===== src/rtl/matrix_bus_pkg.sv =====
// Shared types and constants for the matrix processor bus master.
package matrix_bus_pkg;

    localparam int unsigned WORD_W         = 16;
    localparam int unsigned STROBE_CNT_W   = 4;
    localparam int unsigned POLL_CNT_W     = 16;
    localparam int unsigned WR_RDY_BIT_DEF = 0;
    localparam int unsigned RD_RDY_BIT_DEF = 1;

    localparam logic DATA_SEL   = 1'b1;
    localparam logic STATUS_SEL = 1'b0;

    typedef enum logic [2:0] {
        ST_IDLE,
        ST_STAT,
        ST_EVAL,
        ST_DATA,
        ST_DONE
    } state_e;

    typedef struct packed {
        logic              write;
        logic [WORD_W-1:0] data;
    } cmd_t;

endpackage


===== src/rtl/matrix_bus_strobe_timer.sv =====
// Loadable down-counter; terminal_c_o marks the last cycle of a timed access phase.
module matrix_bus_strobe_timer
    import matrix_bus_pkg::*;
#(
    parameter int unsigned CNT_W = STROBE_CNT_W
) (
    input  logic             clk_i,
    input  logic             rst_ni,
    input  logic             load_i,
    input  logic [CNT_W-1:0] load_val_i,
    output logic             terminal_c_o
);

    logic [CNT_W-1:0] cnt_q;
    logic [CNT_W-1:0] cnt_d;

    always_comb begin
        cnt_d = cnt_q;
        if (load_i) begin
            cnt_d = load_val_i;
        end else if (cnt_q != '0) begin
            cnt_d = cnt_q - CNT_W'(1);
        end
    end

    always_ff @(posedge clk_i or negedge rst_ni) begin
        if (!rst_ni) begin
            cnt_q <= '0;
        end else begin
            cnt_q <= cnt_d;
        end
    end

    assign terminal_c_o = (cnt_q == '0);

endmodule


===== src/rtl/matrix_bus_master.sv =====
// Host-command to matrix-processor bus master: polls status, then does one data access.
// Optional poll timeout with sticky err is enabled by defining MATRIX_BUS_TIMEOUT_EN.
module matrix_bus_master
    import matrix_bus_pkg::*;
#(
    parameter int unsigned STROBE_CYCLES = 2,
    parameter int unsigned POLL_LIMIT    = 255,
    parameter int unsigned WR_RDY_BIT    = WR_RDY_BIT_DEF,
    parameter int unsigned RD_RDY_BIT    = RD_RDY_BIT_DEF
) (
    input  logic              sysclk,
    input  logic              reset,
    input  logic              cmd_valid,
    output logic              cmd_ready,
    input  logic              cmd_write,
    input  logic [WORD_W-1:0] cmd_data,
    output logic              rsp_valid,
    output logic [WORD_W-1:0] rsp_data,
    output logic              busy,
    output logic              err,
    output logic [WORD_W-1:0] bus_din,
    input  logic [WORD_W-1:0] bus_dout,
    output logic              cs,
    output logic              rd,
    output logic              wr,
    output logic              dataORstatus
);

    if (STROBE_CYCLES < 1 || STROBE_CYCLES > 15) begin : g_bad_strobe
        $error("STROBE_CYCLES must be in 1..15");
    end
    if (POLL_LIMIT < 1 || POLL_LIMIT > 65535) begin : g_bad_poll
        $error("POLL_LIMIT must be in 1..65535");
    end
    if (WR_RDY_BIT >= WORD_W || RD_RDY_BIT >= WORD_W) begin : g_bad_bit
        $error("status bit index out of range");
    end

    state_e            state_q, state_d;
    cmd_t              cmd_q, cmd_d;
    logic              rdy_q, rdy_d;
    logic [WORD_W-1:0] rsp_data_q, rsp_data_d;
    logic [WORD_W-1:0] bus_din_q, bus_din_d;
    logic              rsp_valid_q, rsp_valid_d;
    logic              cs_q, cs_d;
    logic              rd_q, rd_d;
    logic              wr_q, wr_d;
    logic              dos_q, dos_d;
    logic              cmd_ready_q, cmd_ready_d;
    logic              busy_q, busy_d;

    logic              accept_c;
    logic              load_c;
    logic              terminal_c;
    logic              timeout_c;

    matrix_bus_strobe_timer #(
        .CNT_W (STROBE_CNT_W)
    ) u_strobe_timer (
        .clk_i        (sysclk),
        .rst_ni       (reset),
        .load_i       (load_c),
        .load_val_i   (STROBE_CNT_W'(STROBE_CYCLES - 1)),
        .terminal_c_o (terminal_c)
    );

    // Next state plus the next value of every registered output, decoded from state_d
    // so that strobes line up exactly with the phase they belong to.
    always_comb begin
        state_d    = state_q;
        cmd_d      = cmd_q;
        rdy_d      = rdy_q;
        rsp_data_d = rsp_data_q;
        accept_c   = 1'b0;

        unique case (state_q)
            ST_IDLE: begin
                if (cmd_valid && cmd_ready_q) begin
                    accept_c   = 1'b1;
                    cmd_d.write = cmd_write;
                    cmd_d.data  = cmd_data;
                    state_d    = ST_STAT;
                end
            end
            ST_STAT: begin
                if (terminal_c) begin
                    rdy_d   = cmd_q.write ? bus_dout[WR_RDY_BIT] : bus_dout[RD_RDY_BIT];
                    state_d = ST_EVAL;
                end
            end
            ST_EVAL: begin
                if (rdy_q) begin
                    state_d = ST_DATA;
                end else if (timeout_c) begin
                    state_d = ST_IDLE;
                end else begin
                    state_d = ST_STAT;
                end
            end
            ST_DATA: begin
                if (terminal_c) begin
                    if (!cmd_q.write) begin
                        rsp_data_d = bus_dout;
                    end
                    state_d = ST_DONE;
                end
            end
            ST_DONE: begin
                state_d = ST_IDLE;
            end
            default: begin
                state_d = ST_IDLE;
            end
        endcase

        load_c      = (state_d != state_q) && (state_d == ST_STAT || state_d == ST_DATA);
        cs_d        = (state_d == ST_STAT) || (state_d == ST_DATA);
        rd_d        = (state_d == ST_STAT) || (state_d == ST_DATA && !cmd_d.write);
        wr_d        = (state_d == ST_DATA) && cmd_d.write;
        dos_d       = (state_d == ST_DATA) ? DATA_SEL : STATUS_SEL;
        bus_din_d   = (state_d == ST_DATA || state_d == ST_DONE) ? cmd_d.data : '0;
        rsp_valid_d = (state_d == ST_DONE) && !cmd_d.write;
        cmd_ready_d = (state_d == ST_IDLE);
        busy_d      = !cmd_ready_d;
    end

    always_ff @(posedge sysclk or negedge reset) begin
        if (!reset) begin
            state_q     <= ST_IDLE;
            cmd_q       <= '0;
            rdy_q       <= 1'b0;
            rsp_data_q  <= '0;
            bus_din_q   <= '0;
            rsp_valid_q <= 1'b0;
            cs_q        <= 1'b0;
            rd_q        <= 1'b0;
            wr_q        <= 1'b0;
            dos_q       <= 1'b0;
            cmd_ready_q <= 1'b1;
            busy_q      <= 1'b0;
        end else begin
            state_q     <= state_d;
            cmd_q       <= cmd_d;
            rdy_q       <= rdy_d;
            rsp_data_q  <= rsp_data_d;
            bus_din_q   <= bus_din_d;
            rsp_valid_q <= rsp_valid_d;
            cs_q        <= cs_d;
            rd_q        <= rd_d;
            wr_q        <= wr_d;
            dos_q       <= dos_d;
            cmd_ready_q <= cmd_ready_d;
            busy_q      <= busy_d;
        end
    end

`ifdef MATRIX_BUS_TIMEOUT_EN
    logic [POLL_CNT_W-1:0] poll_q, poll_d;
    logic                  err_q, err_d;
    logic                  poll_fail_c;

    // poll_q counts failed polls already taken; the POLL_LIMIT-th failure aborts.
    assign poll_fail_c = (state_q == ST_EVAL) && !rdy_q;
    assign timeout_c   = (poll_q == POLL_CNT_W'(POLL_LIMIT - 1));

    always_comb begin
        poll_d = poll_q;
        err_d  = err_q;
        if (accept_c) begin
            poll_d = '0;
            err_d  = 1'b0;
        end else if (poll_fail_c) begin
            if (timeout_c) begin
                err_d = 1'b1;
            end else begin
                poll_d = poll_q + POLL_CNT_W'(1);
            end
        end
    end

    always_ff @(posedge sysclk or negedge reset) begin
        if (!reset) begin
            poll_q <= '0;
            err_q  <= 1'b0;
        end else begin
            poll_q <= poll_d;
            err_q  <= err_d;
        end
    end

    assign err = err_q;
`else
    logic unused_accept;

    assign unused_accept = accept_c;
    assign timeout_c     = 1'b0;
    assign err           = 1'b0;
`endif

    assign cmd_ready    = cmd_ready_q;
    assign busy         = busy_q;
    assign rsp_valid    = rsp_valid_q;
    assign rsp_data     = rsp_data_q;
    assign bus_din      = bus_din_q;
    assign cs           = cs_q;
    assign rd           = rd_q;
    assign wr           = wr_q;
    assign dataORstatus = dos_q;

endmodule


===== config.mk =====
export PLATFORM = sky130hd
export DESIGN_NAME = matrix_bus_master
export DESIGN_NICKNAME = d
export VERILOG_FILES = /design/src/rtl/matrix_bus_pkg.sv /design/src/rtl/matrix_bus_strobe_timer.sv /design/src/rtl/matrix_bus_master.sv
export SDC_FILE = /design/constraint.sdc
export NUM_CORES = 1
export LEC_CHECK = 0
export CORE_UTILIZATION = 30
export CTS_BUF_LIST = sky130_fd_sc_hd__clkbuf_16
export CTS_CLUSTER_DIAMETER = 50
export DETAILED_ROUTE_END_ITERATION = 8
export DONT_BUFFER_PORTS = 1
export PLACE_DENSITY_LB_ADDON = 0.12
export SLEW_MARGIN = 10
export SYNTH_ARGS = -nofsm -noshare
export SYNTH_HDL_FRONTEND = slang
export SYNTH_HIERARCHICAL = 1
export SYNTH_SLANG_ARGS = --single-unit

===== constraint.sdc =====
create_clock -name sysclk -period 2.4 [get_ports sysclk]
set_input_delay 0.48 -clock sysclk [delete_from_list [all_inputs] [get_ports sysclk]]
set_output_delay 0.48 -clock sysclk [all_outputs]
set_load 0.02 [all_outputs]

After elaboration in Yosys (flattened, before gate mapping). Cells that the tools add are included.

Add/sub/neg operators: 1. Equality and inequality tests: 7. Mux-type cells: 12. Bitwise logic cells: 1. Reductions and logical operators: 17.

Operators with widths (number): $mux W17 (2); $mux W16 (1); $pmux W3 S4 (1); $eq A3 B2 Y1 const B (3); $mux W3 (3); $mux W4 (2); $eq A3 B1 Y1 const B (2); $logic_not A3 Y1 (2); $logic_and A1 B1 Y1 (5); $logic_not A4 Y1 (1); $reduce_bool A4 Y1 (1); $sub A4 B1 Y4 const B (1); $eq A3 B3 Y1 const B (1); $logic_or A1 B1 Y1 (3); $ne A3 B3 Y1 (1); $reduce_and A3 Y1 (1); $logic_not A1 Y1 (2); $mux W1 (2); $mux W2 (1); $reduce_and A2 Y1 (1); $reduce_bool A2 Y1 (1); $not A1 Y1 (1).

Register bits: 64. Input port bits: 36. Output and inout bits: 40. Word-level logic and storage cells: 52.

Logic depth before layout (Yosys ltp). Gate-level depths: netlist of the first run.

Depth in word-level cells: 7. Gate-level depth with buffers: 7.

Modules after synthesis. The synthesis of the first run kept the hierarchy.

By module, submodules not included: matrix_bus_master (instances 1, cells each 142, area an instance 2243.4 um^2, sequential area each 1502.7 um^2); matrix_bus_strobe_timer (instances 1, cells each 23, area an instance 232.7 um^2, sequential area each 100.1 um^2).

Worst setup path before layout of the first run. OpenSTA, ideal clock, no wires.

Kind: reg-to-reg. Start: register u_strobe_timer.cnt_q[0]. End: register rsp_data_q[10], in the netlist rsp_data[10]. Data arrival time: 2.080 ns. Data required time: 2.275 ns. Setup slack: 0.195 ns. Cell stages (with the launch flop): 8. Buffers on the path: 1. Period minus slack after synthesis: 2.205 ns. Cells stage by stage: dfrtp_1 -> inv_1 -> ha_1 -> nor3b_4 -> nand2_1 -> nor3_2 -> buf_4 -> mux2_2.

Longest elaborated chain between the ends: 2.

Ends and longest elaborated chain: from (decl) (line matrix_bus_strobe_timer.sv:14) `logic [CNT_W-1:0] cnt_q;`; from (signal assigned) (line matrix_bus_strobe_timer.sv:30) `cnt_q <= cnt_d;`; $logic_not A4 Y1 (line matrix_bus_strobe_timer.sv:34) `assign terminal_c_o = (cnt_q == '0);`; named net terminal_c (line matrix_bus_master.sv:54) `logic terminal_c;`; $reduce_and A3 Y1 (no line); to (signal assigned) (line matrix_bus_master.sv:145) `rsp_data_q <= rsp_data_d;`; to (decl) (line matrix_bus_master.sv:42) `logic [WORD_W-1:0] rsp_data_q, rsp_data_d;`.

The timed path passes the listed nets, and every way through them passes these cells. A chain may end at the register's enable or synchronous reset.

==> run metrics, run 1 <==
number of synthesized flops with an enable pin=0; gate family responsible for the most delay along the worst path=flip-flops; dominant cell by count in the synthesized netlist=dfrtp_1; type of element capturing the critical path=flip-flop; final weighted congestion in routability-driven placement=0.677; highest net fanout along the worst path=17; dominant synthesized flop cell=dfrtp_1; Final Max Tran Viols=0; antenna violations before repair=0; Post-layout nets=215; clock slew at the register clock pins of the worst setup and hold paths=50 ps; die width=92.9 µm; highest-delay cell along the critical path=dfstp_2; layout filler cell count=799; core region area=0.00785 mm²; combinational fraction of design power=0.226; Synth Instances=165; remaining global-route overflow=0; post-synthesis async set-or-reset flop share=1.00; clock buffer count from CTS=9; kind of path behind the tightest hold check=in2async; IO buf count=0; cell taking the most area after synthesis=dfrtp_1; Yosys top cell area share=0.637; net switching fraction of the power=0.331; source-to-sink clock delay at the later pin of the worst-skew pair=320 ps; classification of the worst setup path=reg2reg; Met3 Routed Length=427 µm; HPWL reported at the end of detailed placement=3060 µm; overall die area=0.00862 mm²; DR WL/cell=16.3 µm; overall power of the completed layout=4.28 mW; startpoint type of the worst setup path=flip-flop; Global Route Usage Sum=0.118; Max Clock Skew=7.61 ps; number of synthesized register bits=64; share of power burned in the clock network=0.281; TritonCTS clock tree=built; wirelength, routed=4640 µm; router iterations before antenna repair=4; root buffer selected by CTS=clkbuf_16; WP data arrival=2170 ps; via count of the first global-routing pass=1446; detail-routed via count per cell=4.56; leakage power total=1.31 nW; post-cts repair resize count=0; diode insertion count for antenna repair=0; count of hold-fix buffers inserted at cts=1; met1 wire length=1980 µm; Area contributors post-synth=dfrtp_1 64%, mux2_2 11%, mux2_4 6.1%, nor2b_1 4.0%, dfstp_2 1.1%; total number of placement rows=32; number of sinks driven by the clock tree=64; total number of vias=1296; leading post-synthesis cells by instance count=63 x dfrtp_1, 24 x mux2_2, 16 x nor2b_1; final hold violation count=0; net switching power of the design=1.42 mW; maximum clock frequency=515 MHz; cell-by-cell trace of the critical path=nand2_1 > nor4_4 > buf_4 > mux2_2 > a21boi_0; number of levels the H-tree was split into=3; Area Overhead vs Synth=17.1%; IO Pins=76; share of the clock period used by the worst path after layout=0.809; cell area after technology mapping=0.00248 mm²; power density over cell area=1480 mW/mm²; Starting Density=0.316; detailed-route DRC error count=0; pin count of the biggest net entering global routing=65; DIE HEIGHT=92.9 µm; share of total power in sequential cells=0.493; postcts setup bufs=0; highest routing layer actually used=met4; Final Setup Violations=0; DRC marker count from the first detailed-route iteration=32; global-route wire length before repair=7510 µm; Period minus WS final=1940 ps; Peak supply drop=0.467 mV; delay of the slowest cell on the worst path=600 ps; detailed route wirelength on metal2=2130 µm; fraction of final layout cells with drive strength greater than 1=0.313; count of yosys warnings during synthesis=6; result of the run=finished clean; summed negative setup slack over all endpoints=0 ps; RSZ-0062 raised after global routing=false; clock tree buffer depth=2; cell-internal power=2.86 mW; total buffers and inverters traversed by the critical path=1; Maximum Capacitance Violations=0; post-route antenna net violation count=0; Synth Area per Inst=15.0 µm²; part of the Yosys area used for sequential elements=0.647; Unique masters post-synth=34; critical path data required time=2630 ps
-- routing by layer --
layer / vias up / GRT usage
met2: 63 / 0.170
met1: 641 / 0.147
li1: 582 / -
met5: - / 0
met4: 0 / 0.0731
met3: 10 / 0.0468
-- placed cells by master (no fill, tap or decap) --
cell type   n
dfrtp_1    63
mux2_2     24
nor2b_1    16
mux2_4     10
clkbuf_16   9
buf_4       6
nand2_1     5
conb_1      5
a21oi_1     4
nor3_1      4
nor2_1      3
inv_1       3
clkinv_1    3
xnor2_1     2
a221oi_1    2
mux2i_1     2
clkinv_2    2
o21ai_1     2
a211oi_1    1
nand2b_1    1
nor4_4      1
or3_1       1
o21bai_1    1
a21boi_0    1
and2_1      1
and2b_1     1
nor3_2      1
bufinv_16   1
dfstp_2     1
buf_16      1
nor3b_4     1
nor3b_1     1
a221o_1     1
o21ai_0     1
ha_1        1
-- cells by family (layout without fill, tap and decap cells) --
group                    count (synthesis)  after routing  share of synthesized area
XOR/XNOR                                 2              2                    0.00708
adder cells (fa/ha/maj)                  1              1                    0.00505
other                                    2              5                    0.00303
flip-flops                              64             64                      0.647
AO/OA/AOI/OAI                           13             13                     0.0344
AND/OR/NAND/NOR                         36             36                     0.0945
multiplexers                            36             36                      0.178
buffers and inverters                   11             25                     0.0308
-- per-stage QoR --
stage,instance area (µm²),setup slack [ps],hold slack (ps),instances,utilization
6_report,2900,458,24.6,284,0.369
5_1_grt,2900,327,36.1,284,0.369
4_1_cts,2900,447,39.3,284,0.369
3_5_place_dp,2590,464,186,268,0.331
3_3_place_gp,2590,510,186,268,0.331
2_1_floorplan,2490,195,184,168,-
-- final timing paths --
| kind | from | to | slack [ps] | cells after the start |
|---|---|---|---|---|
| min in group sysclk | bus_dout[15] | rsp_data[15]$_DFFE_PN0P_ | 310 | 1 |
| setup reg to reg | cmd_ready$_DFF_PN1_ | rd$_DFF_PN0_ | 460 | 5 |
| max in group asynchronous | reset | cmd_ready$_DFF_PN1_ | 2050 | 1 |
| setup / recovery | cmd_ready$_DFF_PN1_ | rd$_DFF_PN0_ | 460 | 5 |
| hold / removal | reset | rsp_data[11]$_DFFE_PN0P_ | 20 | 1 |
| hold reg to reg | cmd_q[5]$_DFF_PN0_ | cmd_q[5]$_DFF_PN0_ | 490 | 1 |
-- cell type report --
type,instances,area [µm²],share of cell area
sequential,64,1600,0.553
clock buffer,9,225,0.0777
clock inverter,6,51.3,0.0177
inverter,3,11.3,0.00388
tap,102,128,0.0440
timing repair buffer,7,72.6,0.0250
multi-input combinational,93,808,0.279
-- state kept, by name, summed over array words and instances (netlist names) --
name / count
cmd_q: 17
bus_din: 16
rsp_data: 16
u_strobe_timer/cnt_q: 4
state_q: 3
busy: 1
cmd_ready: 1
cs: 1
dataORstatus: 1
rd: 1
rdy_q: 1
rsp_valid: 1
wr: 1
-- power by group through the flow --
stage / Clock [mW] / Combinational (mW) / Sequential (mW)
final: 1.20 / 0.969 / 2.11
after global placement: 0 / 0.923 / 2.12
after floorplan: 0 / 0.835 / 2.01
after detailed placement: 0 / 0.961 / 2.13
after CTS: 1.25 / 0.995 / 2.12
after global routing: 1.29 / 1.10 / 2.16
Note: power is estimated with default switching activity, not from simulation.
==> run 2: changes to the inputs <==
==> constraint.sdc (replaced) <==
create_clock -name sysclk -period 1.6 [get_ports sysclk]
set_input_delay 0.32 -clock sysclk [delete_from_list [all_inputs] [get_ports sysclk]]
set_output_delay 0.32 -clock sysclk [all_outputs]
set_load 0.02 [all_outputs]
==> run metrics, run 2 (synthesis results as in run 1) <==
antenna violations before repair=0 (unchanged); worst reg2reg path startpoint=u_strobe_timer/cnt_q[0]$_DFFE_PN0P_; clock buffer count from CTS=9 (unchanged); share of power burned in the clock network=0.255 (-0.026); critical path data required time=1790 ps (-840 ps); cell-internal power=4.81 mW (+68%); share of the clock period used by the worst path after layout=1.08 (+0.271); DIE HEIGHT=92.9 µm (unchanged); source-to-sink clock delay at the later pin of the worst-skew pair=310 ps (about the same); router iterations before antenna repair=4 (unchanged); classification of the worst setup path=reg2reg; IO buf count=0 (unchanged); startpoint type of the worst setup path=flip-flop; net switching power of the design=2.43 mW (+71%); IO Pins=76 (unchanged); share of total power in sequential cells=0.435 (-0.058); maximum clock frequency=579 MHz (+12%); DR WL/cell=16.7 µm (+2.1%); Layout Cell Area excl Fill=0.00328 mm² (+13%); detail-routed via count per cell=4.51 (-1.1%); total number of vias=1377 (+6.3%); end of the worst register-to-register path=busy$_DFF_PN0_; worst hold margin=-302 ps (-326 ps); violated checks=negative hold slack, negative setup slack; Period minus WS final=1730 ps (-214 ps); Final Max Tran Viols=0 (unchanged); number of sinks driven by the clock tree=64 (unchanged); remaining global-route overflow=0 (unchanged); Area Overhead vs Synth=32.4%; result of the run=finished with violations; overall die area=0.00862 mm² (unchanged); reg-to-reg slack, setup=-130 ps (-590 ps); via count of the first global-routing pass=1511 (+4.5%); number of levels the H-tree was split into=3 (unchanged); HPWL reported at the end of detailed placement=3280 µm (+6.9%); Peak supply drop=0.699 mV (+50%); clock tree buffer depth=2 (unchanged); highest net fanout along the worst path=3 (-14); DRC marker count from the first detailed-route iteration=30 (-6.3%); Final Setup Violations=36 (+36); Final Worst Setup Slack=-128 ps (-586 ps); net switching fraction of the power=0.336 (+0.00431); pin count of the biggest net entering global routing=65 (unchanged); commonest non-fill, non-tap cell in the layout=dfrtp_1; Final Core Density=0.418 (+0.0485); leakage power total=1.46 nW (+11%); post-place instance area=0.00275 mm² (+5.9%); combinational fraction of design power=0.310 (+0.084); root buffer selected by CTS=clkbuf_16; global-route wire length before repair=7930 µm (+5.6%); Global Route Usage Sum=0.124 (+0.00616); type of element capturing the critical path=flip-flop; Max Clock Skew=4.92 ps (-2.68 ps); diode insertion count for antenna repair=0 (unchanged); leading cell types in the layout, fill and taps excluded=63 x dfrtp_1, 20 x buf_4, 18 x mux2_4, 16 x mux2_2, 10 x clkbuf_16; WP data arrival=1920 ps (-250 ps); TritonCTS clock tree=built; kind of path behind the tightest hold check=in2async; final instance count without filler cells=305 (+7.4%); fraction of final layout cells with drive strength greater than 1=0.522 (+0.209); largest register by flop count=cmd_q; Maximum Capacitance Violations=0 (unchanged); final weighted congestion in routability-driven placement=0.747 (+10%); die width=92.9 µm (unchanged); number of placed cells counting well taps=280 (+4.5%); Setup WS pre-CTS=-133 ps (-597 ps); number of cells on the worst reg-to-reg path=8 (+3); detailed-route DRC error count=0 (unchanged); Post-layout nets=235 (+9.3%); flip-flop count of the largest register, all copies and words added=17 (unchanged); wirelength, routed=5080 µm (+9.6%); total number of placement rows=32 (unchanged); post-route antenna net violation count=0 (unchanged); RSZ-0062 raised after global routing=true; clock slew at the register clock pins of the worst setup and hold paths=50 ps (about the same); Starting Density=0.316 (unchanged); power density over cell area=2210 mW/mm² (+50%); final hold violation count=64 (+64); core region area=0.00785 mm² (unchanged)
==> run 2: changes by cell type in the layout (fill, tap and decap cells not counted), sizes merged <==
cell / change
buf: +19
clkbuf: +1
clkinv: -2
clkinvlp: +2
inv: +1
==> run 2: cell type report <==
cell class | count | area, µm²
flip-flops and latches | 64 | 1600
clock buffers | 9 | 225
multi-input cells | 93 | 988
repair buffers | 27 | 260
clock inverters | 7 | 63.8
well taps | 102 | 128
fillers | 761 | 4570
inverters | 3 | 11.3
==> run 2: repair_timing <==
item                       CTS  global route
hold endpoints to repair    64            64
setup endpoints to repair   35            40
pin swaps                    2             3
buffers inserted             6             3
resized for setup            7            28
cloned                       0             1
==> run 2: layer usage <==
metal,track usage,vias to the layer above,wire length [µm]
met2,0.206,34,2700
li1,-,620,-
met1,0.138,716,2010
met3,0.0624,7,300
met4,0.0385,0,67
met5,0,-,0
==> run 2: worst max path at each step <==
stage	startpoint	end	slack, ps	cells after the start
6_report	u_strobe_timer/cnt_q[0]$_DFFE_PN0P_	busy$_DFF_PN0_	-130	8
2_1_floorplan	u_strobe_timer/cnt_q[1]$_DFFE_PN0P_	rsp_data[10]$_DFFE_PN0P_	-330	7
4_1_cts	u_strobe_timer/cnt_q[0]$_DFFE_PN0P_	rsp_data[8]$_DFFE_PN0P_	-100	7
5_1_grt	u_strobe_timer/cnt_q[0]$_DFFE_PN0P_	rsp_data[12]$_DFFE_PN0P_	-210	7
3_3_place_gp	u_strobe_timer/cnt_q[1]$_DFFE_PN0P_	busy$_DFF_PN0_	-90	7
3_5_place_dp	u_strobe_timer/cnt_q[1]$_DFFE_PN0P_	rsp_data[8]$_DFFE_PN0P_	-130	7
==> run 2: stage by stage <==
stage               TNS (ps)  power (mW)
detailed placement     -2730        4.90
global placement       -1590        4.82
CTS                    -2300        7.00
finish                 -2290        7.24
global route           -5210        7.65
floorplan             -10450        4.36
==> run 2: critical path: stages, from the launching register on <==
cell and delay (ps):
dfrtp_1 400, inv_2 80, ha_4 120, nor3b_4 190
buf_4 150, buf_6 100, xnor2_2 120, a211oi_2 100
or3_4 340
==> run 2: power groups by stage <==
stage          Clock [mW]  Combinational, mW  Sequential [mW]
2_1_floorplan           0               1.33             3.03
4_1_cts              1.91               1.94             3.16
3_5_place_dp            0               1.74             3.16
6_report             1.84               2.24             3.15
3_3_place_gp            0               1.66             3.16
5_1_grt              1.99               2.43             3.22
